[src/rtl/sine_window_phase_gen.sv]
// sine_window_phase_gen: upstream angle sequencer for the sine-window generator.
// For each Start_i request it emits theta_n = (n+0.5)*pi/N for n = 0..N-1 as
// binary angles (pi = 2^(PW-1)), folded into [0, pi/2], over a valid/ready
// handshake with one angle per accepted transfer.
module sine_window_phase_gen #(
   parameter int LOG2N = 6,
   parameter int PW    = 16
) (
   input  logic             Clk_i,
   input  logic             Rst_i,
   input  logic             Start_i,
   input  logic             Angle_Ready_i,
   output logic [PW-1:0]    Angle_o,
   output logic [LOG2N-1:0] Index_o,
   output logic             Fold_o,
   output logic             Angle_Valid_o,
   output logic             Last_o,
   output logic             Busy_o,
   output logic             Done_o
);

   // The phase step is pi/N and the first sample sits half a step above zero,
   // so the accumulator never lands exactly on pi/2.
   localparam logic [PW-1:0]    STEP     = PW'(1) << (PW - 1 - LOG2N);
   localparam logic [PW-1:0]    HALF     = PW'(1) << (PW - 2 - LOG2N);
   localparam logic [PW-1:0]    PI       = PW'(1) << (PW - 1);
   localparam logic [PW-1:0]    HPI      = PW'(1) << (PW - 2);
   localparam logic [LOG2N-1:0] LAST_IDX = {LOG2N{1'b1}};

   typedef enum logic [1:0] {
      IDLE = 2'd0,
      RUN  = 2'd1,
      DONE = 2'd2
   } state_t;

   state_t            state_q;
   logic [PW-1:0]     acc_q, acc_d;
   logic [PW-1:0]     angle_q, angle_d;
   logic              fold_q, fold_d;
   logic [LOG2N-1:0]  idx_q, idx_d;
   logic              valid_q, busy_q, done_q, last_q;
   logic              handshake;

   assign handshake = (state_q == RUN) & Angle_Ready_i;

   // Next phase and index: seed on a start in IDLE, advance on each accepted
   // angle except the last, otherwise hold so stalled outputs stay stable.
   always_comb begin
      acc_d = acc_q;
      idx_d = idx_q;
      if ((state_q == IDLE) && Start_i) begin
         acc_d = HALF;
         idx_d = '0;
      end else if (handshake && (idx_q != LAST_IDX)) begin
         acc_d = acc_q + STEP;
         idx_d = idx_q + 1'b1;
      end
   end

   // Fold the next phase into [0, pi/2] using sin(pi - x) = sin(x); the
   // accumulator stays below pi so the subtraction never underflows.
   always_comb begin
      fold_d  = (acc_d > HPI);
      angle_d = fold_d ? (PI - acc_d) : acc_d;
   end

   // Phase, index and the folded angle are registered together so the
   // presented angle always matches the presented index.
   always_ff @(posedge Clk_i or posedge Rst_i) begin
      if (Rst_i) begin
         acc_q   <= '0;
         idx_q   <= '0;
         angle_q <= '0;
         fold_q  <= 1'b0;
      end else begin
         acc_q   <= acc_d;
         idx_q   <= idx_d;
         angle_q <= angle_d;
         fold_q  <= fold_d;
      end
   end

   // Window sequencer with registered status outputs; a start outside IDLE is
   // dropped, and DONE always falls back to IDLE after one cycle.
   always_ff @(posedge Clk_i or posedge Rst_i) begin
      if (Rst_i) begin
         state_q <= IDLE;
         valid_q <= 1'b0;
         busy_q  <= 1'b0;
         done_q  <= 1'b0;
         last_q  <= 1'b0;
      end else begin
         case (state_q)
            IDLE: begin
               done_q <= 1'b0;
               last_q <= 1'b0;
               if (Start_i) begin
                  state_q <= RUN;
                  valid_q <= 1'b1;
                  busy_q  <= 1'b1;
               end
            end
            RUN: begin
               if (handshake) begin
                  if (idx_q == LAST_IDX) begin
                     state_q <= DONE;
                     valid_q <= 1'b0;
                     busy_q  <= 1'b0;
                     done_q  <= 1'b1;
                     last_q  <= 1'b0;
                  end else begin
                     last_q <= (idx_d == LAST_IDX);
                  end
               end
            end
            DONE: begin
               state_q <= IDLE;
               done_q  <= 1'b0;
            end
            default: begin
               state_q <= IDLE;
               valid_q <= 1'b0;
               busy_q  <= 1'b0;
               done_q  <= 1'b0;
               last_q  <= 1'b0;
            end
         endcase
      end
   end

   assign Angle_o       = angle_q;
   assign Index_o       = idx_q;
   assign Fold_o        = fold_q;
   assign Angle_Valid_o = valid_q;
   assign Last_o        = last_q;
   assign Busy_o        = busy_q;
   assign Done_o        = done_q;

endmodule
[config.mk]
export PLATFORM = sky130hd
export DESIGN_NAME = sine_window_phase_gen
export DESIGN_NICKNAME = d
export VERILOG_FILES = /design/src/rtl/sine_window_phase_gen.sv
export SDC_FILE = /design/constraint.sdc
export NUM_CORES = 1
export LEC_CHECK = 0
export ABC_AREA = 1
export ABC_CLOCK_PERIOD_IN_PS = 6130
export CORE_MARGIN = 8
export CORE_UTILIZATION = 40
export CTS_CLUSTER_DIAMETER = 100
export DETAILED_ROUTE_END_ITERATION = 10
export DONT_BUFFER_PORTS = 1
export GPL_TIMING_DRIVEN = 0
export HOLD_SLACK_MARGIN = 0.03
export MAX_ROUTING_LAYER = met4
export PLACE_DENSITY = 0.65
export SLEW_MARGIN = 20
export SYNTH_ARGS = -nofsm -noshare
export SYNTH_HDL_FRONTEND = slang
export SYNTH_SLANG_ARGS = --single-unit
[constraint.sdc]
create_clock -name Clk_i -period 6.13 [get_ports Clk_i]
set_input_delay 0.3065 -clock Clk_i [delete_from_list [all_inputs] [get_ports Clk_i]]
set_output_delay 0.3065 -clock Clk_i [all_outputs]
set_load 0.02 [all_outputs]
== Yosys cells after proc, flatten, opt, wreduce, memory -nomap -nowiden ==
Cells that the tools add are included.

* Register bits after elaboration: 44
* Output and inout bits: 27

* Add/sub/neg operators: 3
* Eq/ne operators: 8
* Bitwise operators: 2
* Muxes and demuxes: 19
* Reductions and logical operators: 7
* $lt $le $gt $ge: 1

{| class="wikitable"
|+ Operators by type and width
! operator !! count
|-
| 16-bit two-way mux || 3
|-
| 16-bit by 10-bit adder with 16-bit output (second input constant) || 1
|-
| 16-bit by 15-bit > comparator with 1-bit output (second input constant) || 1
|-
| 16-bit subtractor (first input constant) || 1
|-
| 6-bit equality test (second input constant) || 2
|-
| 6-bit two-way mux || 2
|-
| 1-bit two-way mux || 8
|-
| 6-bit by 1-bit adder with 6-bit output (second input constant) || 1
|-
| 2-bit two-way mux || 3
|-
| 6-bit inequality test (second input constant) || 1
|-
| 2-bit inequality test (second input constant) || 2
|-
| 2-bit case mux with 2 select lines || 1
|-
| 2-bit AND reduction || 2
|-
| 4-bit AND reduction || 1
|-
| 1-bit case mux with 3 select lines || 1
|-
| 3-bit AND reduction || 1
|-
| 2-bit by 1-bit equality test with 1-bit output (second input constant) || 1
|-
| 2-bit equality test (second input constant) || 1
|-
| 1-bit logical AND || 2
|-
| 2-bit zero test || 1
|-
| 2-bit by 1-bit inequality test with 1-bit output (second input constant) || 1
|-
| 1-bit case mux with 2 select lines || 1
|-
| 1-bit AND || 1
|-
| 1-bit inverter || 1
|}

== Depth between registers and ports, before layout ==
* Depth in word-level cells: 9
* Depth in mapped cells: 16

== Worst setup path after synthesis ==
OpenSTA, ideal clock, no wires.

* Path type: register to register
* From: reg state_q[0]
* To: reg angle_q[3], in the netlist Angle_o[3]
* Clock period less this slack: 2.178 ns
* Cell stages (with the launch flop): 16
* Data required time: 6.013 ns
* Arrival: 2.062 ns
* Path slack: 3.952 ns
* Path through: dfrtp_1 nor2_1 nand2_2 buf_2 inv_1 nor2_1 inv_1 ha_1 nand2_1 nor2_1 nand2_1 o21ai_2 nand2_2 buf_6 nand2_1 nand2_1

* Longest elaborated chain between the ends: 7
* Elaborated cells on any way between the ends: 10
* Classes of those cells: add/sub: 1; order compare: 1; eq/ne: 1; mux: 3; bitwise: 1; reduce/logical: 3

{| class="wikitable"
|+ Ends and longest elaborated chain
! what !! RTL line !! RTL
|-
| start: declaration || 36 || <nowiki>state_t state_q;</nowiki>
|-
| start signal: assignment || 87 || <nowiki>state_q <= IDLE;</nowiki>
|-
| start signal: assignment || 98 || <nowiki>state_q <= RUN;</nowiki>
|-
| start signal: assignment || 106 || <nowiki>state_q <= DONE;</nowiki>
|-
| 2-bit by 1-bit equality test with 1-bit output || 44 || <nowiki>assign handshake = (state_q == RUN) & Angle_Ready_i;</nowiki>
|-
| 1-bit AND || 44 ||
|-
| 1-bit logical AND || 54 || <nowiki>end else if (handshake && (idx_q != LAST_IDX)) begin</nowiki>
|-
| 16-bit two-way mux || 54 ||
|-
| 16-bit two-way mux * || 51 || <nowiki>if ((state_q == IDLE) && Start_i) begin</nowiki>
|-
| via acc_d[1] || 37 || <nowiki>logic [PW-1:0] acc_q, acc_d;</nowiki>
|-
| 16-bit by 15-bit > comparator with 1-bit output * || 63 || <nowiki>fold_d = (acc_d > HPI);</nowiki>
|-
| via fold_d || 39 || <nowiki>logic fold_q, fold_d;</nowiki>
|-
| 16-bit two-way mux * || 64 || <nowiki>angle_d = fold_d ? (PI - acc_d) : acc_d;</nowiki>
|-
| via angle_d[3] || 38 || <nowiki>logic [PW-1:0] angle_q, angle_d;</nowiki>
|-
| end signal: assignment || 78 || <nowiki>angle_q <= angle_d;</nowiki>
|-
| end: declaration || 38 ||
|}

The timed path passes the listed nets; every way through them passes the cells marked *.
A chain may end at the register's enable or synchronous reset.

== Worst setup path in the final report ==
* From: reg state_q[0]
* To: reg angle_q[6], in the netlist Angle_o[6]

Same word-level chain as after synthesis.

==> impl_results.md <==
- Worst Path Required: 6.31 ns
- Crit-path cells: nor2_1 > nand2_2 > buf_2 > inv_1 > nor2_1 > inv_1 > ha_1 > nand2_1 > nor2_1 > nand2_1 > o21ai_2 > nand2_2 > buf_6 > nand2_1 > nand2_1
- Layout cells sized above 1: 0.114
- I/O pin count: 31
- Peak Freq: 371 MHz
- TritonCTS clock tree: built
- GPL Wtd Cong: 0.839
- Pwr dens: 550 nW/um^2
- Mapped Nets: 297
- Post-place setup slack: 3.44 ns
- Commonest non-fill, non-tap cell in the layout: nand2_1
- Worst setup SP type: register
- Final Skew: 0.00758 ns
- DPL Wire Length: 3.65 mm
- DIE HEIGHT: 91.5 um
- Unique masters post-synth: 26
- Hold Path Stages: 2
- RR Startpoint: state_q[0]
- Status: complete, no violations
- Nets: 306
- Gr busiest metal: met2
- CORE AREA: 5510 sq um
- Max-Cap Viols: 0
- Crit path largest cell delay: 0.43 ns
- R2R setup slack: 3.43 ns
- RSZ-0062 raised after global routing: no
- Initial DRC count: 78
- WS Path Type: register to register
- Syn Area/Cell: 7.85 sq um
- Worst R2R Path Depth: 15
- Commonest cells after routing, fill and taps aside: nand2_1 (91), dfrtp_1 (43), inv_1 (43)
- Clk sinks: 43
- CTS Buffer Depth: 2
- Area growth syn-to-layout: 9.12%
- Final WL: 4.86 mm
- CP endpoint kind: register
- Largest net degree at the start of global routing: 35
- Asr flop ratio synth: 1.00
- Sequential share of the synthesized area: 0.473
- Worst Max-Slew Pin Slew: 0.680 ns
- Final setup fails: 0
- Worst VDD drop: 0.259 mV
- Final hold slack: 0.198 ns
- Worst hold endpoint: state_q[1]
- # DRC: 0
- Core Util, Final: 0.451
- Multi-input gate area: 960 sq um
- Final Hold Viols: 0
- Sequential cell area: 1080 sq um
- First-pass GRT wire length: 8.74 mm
- Vias: 1737
- #FFs+latches synth: 43
- Fillers: 537
- Clk_lat worst skew: 0.29 ns
- Critical path data arrival time: 2.88 ns
- EDFF count, synth: 0
- DRT antenna net count: 0
- Fin worst setup slack: 3.43 ns
- Leak: 1.39 nW
- Row count: 27
- Port Buffers: 0
- Min Clock Period, post-route: 2.70 ns
- CTS Root Cell: clkbuf_8
- Met2 Use GR: 0.211
- GRT met1 Usage: 0.148
- Diode count: 0
- TritonCTS buffer count: 5
- Post-Syn Instances: 290
- Synthesis warning total: 0
- Die Footprint: 8360 sq um
- Reg clk slew, reported paths: 0.08 ns
- Reg2reg end: Angle_o[6]
- Hold WC Path Type: primary input to register
- Via density: 4.68
- Grt total ovfl: 0
- Wire per inst: 13.1 um
- H-tree levels: 2
- Worst Path Max Fanout: 10
- Drt pass-1 iters: 4
- Top_reg_cell synth: dfrtp_1
- Initial antenna violation count: 0
- Number of global-route vias before repair: 1808
- GRT Overall Usage: 0.130
- Cell Area, Synth: 2280 sq um
- Worst path slowest cell: dfrtp_1
- Met3 Usage GRT: 0.0354
- Period Utilization, post-route: 0.440
- Initial core utilization: 0.414
- Final Max Tran Viols: 0
- Max-slew headroom: 0.543
- Die W: 91.5 um
- CP dominant cell by count: nand2_1
- Setup TNS: 0 ns
- Min-delay src: Angle_Ready_i
==> through the flow <==
step | total power, W | std cells | area (sq um)
3_5_place_dp | 0.00119 | 363 | 2390
3_3_place_gp | 0.00118 | 362 | 2370
6_report | 0.00137 | 371 | 2480
5_1_grt | 0.00150 | 371 | 2480
2_1_floorplan | 0.00105 | 290 | 2280
4_1_cts | 0.00138 | 371 | 2480
==> cell type report <==
type	count	share of cell area
inverter	45	0.0680
multi-input combinational	194	0.386
clock buffer	6	0.0332
buffer	8	0.0292
clock inverter	1	0.00201
tap	72	0.0363
timing repair buffer	2	0.0121
sequential	43	0.433
==> synthesized netlist by cell type (4+ instances only) <==
cell | count | share of area
o21ai_0 | 11 | 0.024
inv_1 | 44 | 0.073
nor2_1 | 23 | 0.038
nand2_2 | 9 | 0.025
nand3_1 | 21 | 0.046
buf_6 | 4 | 0.020
xor2_1 | 11 | 0.042
nand2_1 | 91 | 0.15
dfrtp_1 | 43 | 0.47
==> critical path, delay by kind of cell, from the launching register on <==
kind / cells / cell delay, ns
buf+inv: 4 / 0.71
compound gates: 1 / 0.20
flops: 1 / 0.43
fa+ha+maj: 1 / 0.20
simple gates: 9 / 1.05
==> worst max-delay path by stage <==
stage                     startpoint     endpoint  cells past startpoint
after floorplan           state_q[0]   Angle_o[3]                     15
after global placement    state_q[0]   Angle_o[8]                     15
after detailed placement  state_q[0]   Angle_o[8]                     15
after CTS                 state_q[0]   Angle_o[8]                     15
after global routing      state_q[0]  Angle_o[10]                     15
final                     state_q[0]   Angle_o[6]                     15
==> report_power, final <==
part	internal (W)	switching [W]	leakage, nW
Combinational	0.000232	0.000396	0.802
Sequential	0.000387	0.000170	0.537
Clock	0.0000885	0.0000936	0.0470
Total	0.000707	0.000660	1.39
==> sequential cells by signal (all words and copies together) (netlist names) <==
signal   flops
Busy_o       1
Index_o      6
acc_q       15
Fold_o       1
Angle_o     16
Done_o       1
state_q      2
Last_o       1
==> metal layers <==
layer	vias up	wire [um]
met2	22	2360
li1	898	-
met4	0	112
met3	12	190
met1	805	2190
met5	-	0
==> cells by family (layout without fill, tap and decap cells) <==
kind of cell / Yosys count / in the layout / synth area share
simple gates: 155 / 155 / 0.293
buf+inv: 53 / 62 / 0.106
flops: 43 / 43 / 0.473
compound gates: 22 / 22 / 0.0582
xor+xnor: 14 / 14 / 0.0538
fa+ha+maj: 3 / 3 / 0.0165
==> repair_timing <==
| item | in CTS | in global routing |
|---|---|---|
| endpoints found under the hold margin | 9 | 0 |
| hold buffers | 1 | 0 |
| gates resized for setup | 0 | 0 |
| setup buffers | 0 | 0 |
| setup endpoints to repair | 0 | 0 |
Note: power is estimated with default switching activity, not from simulation.
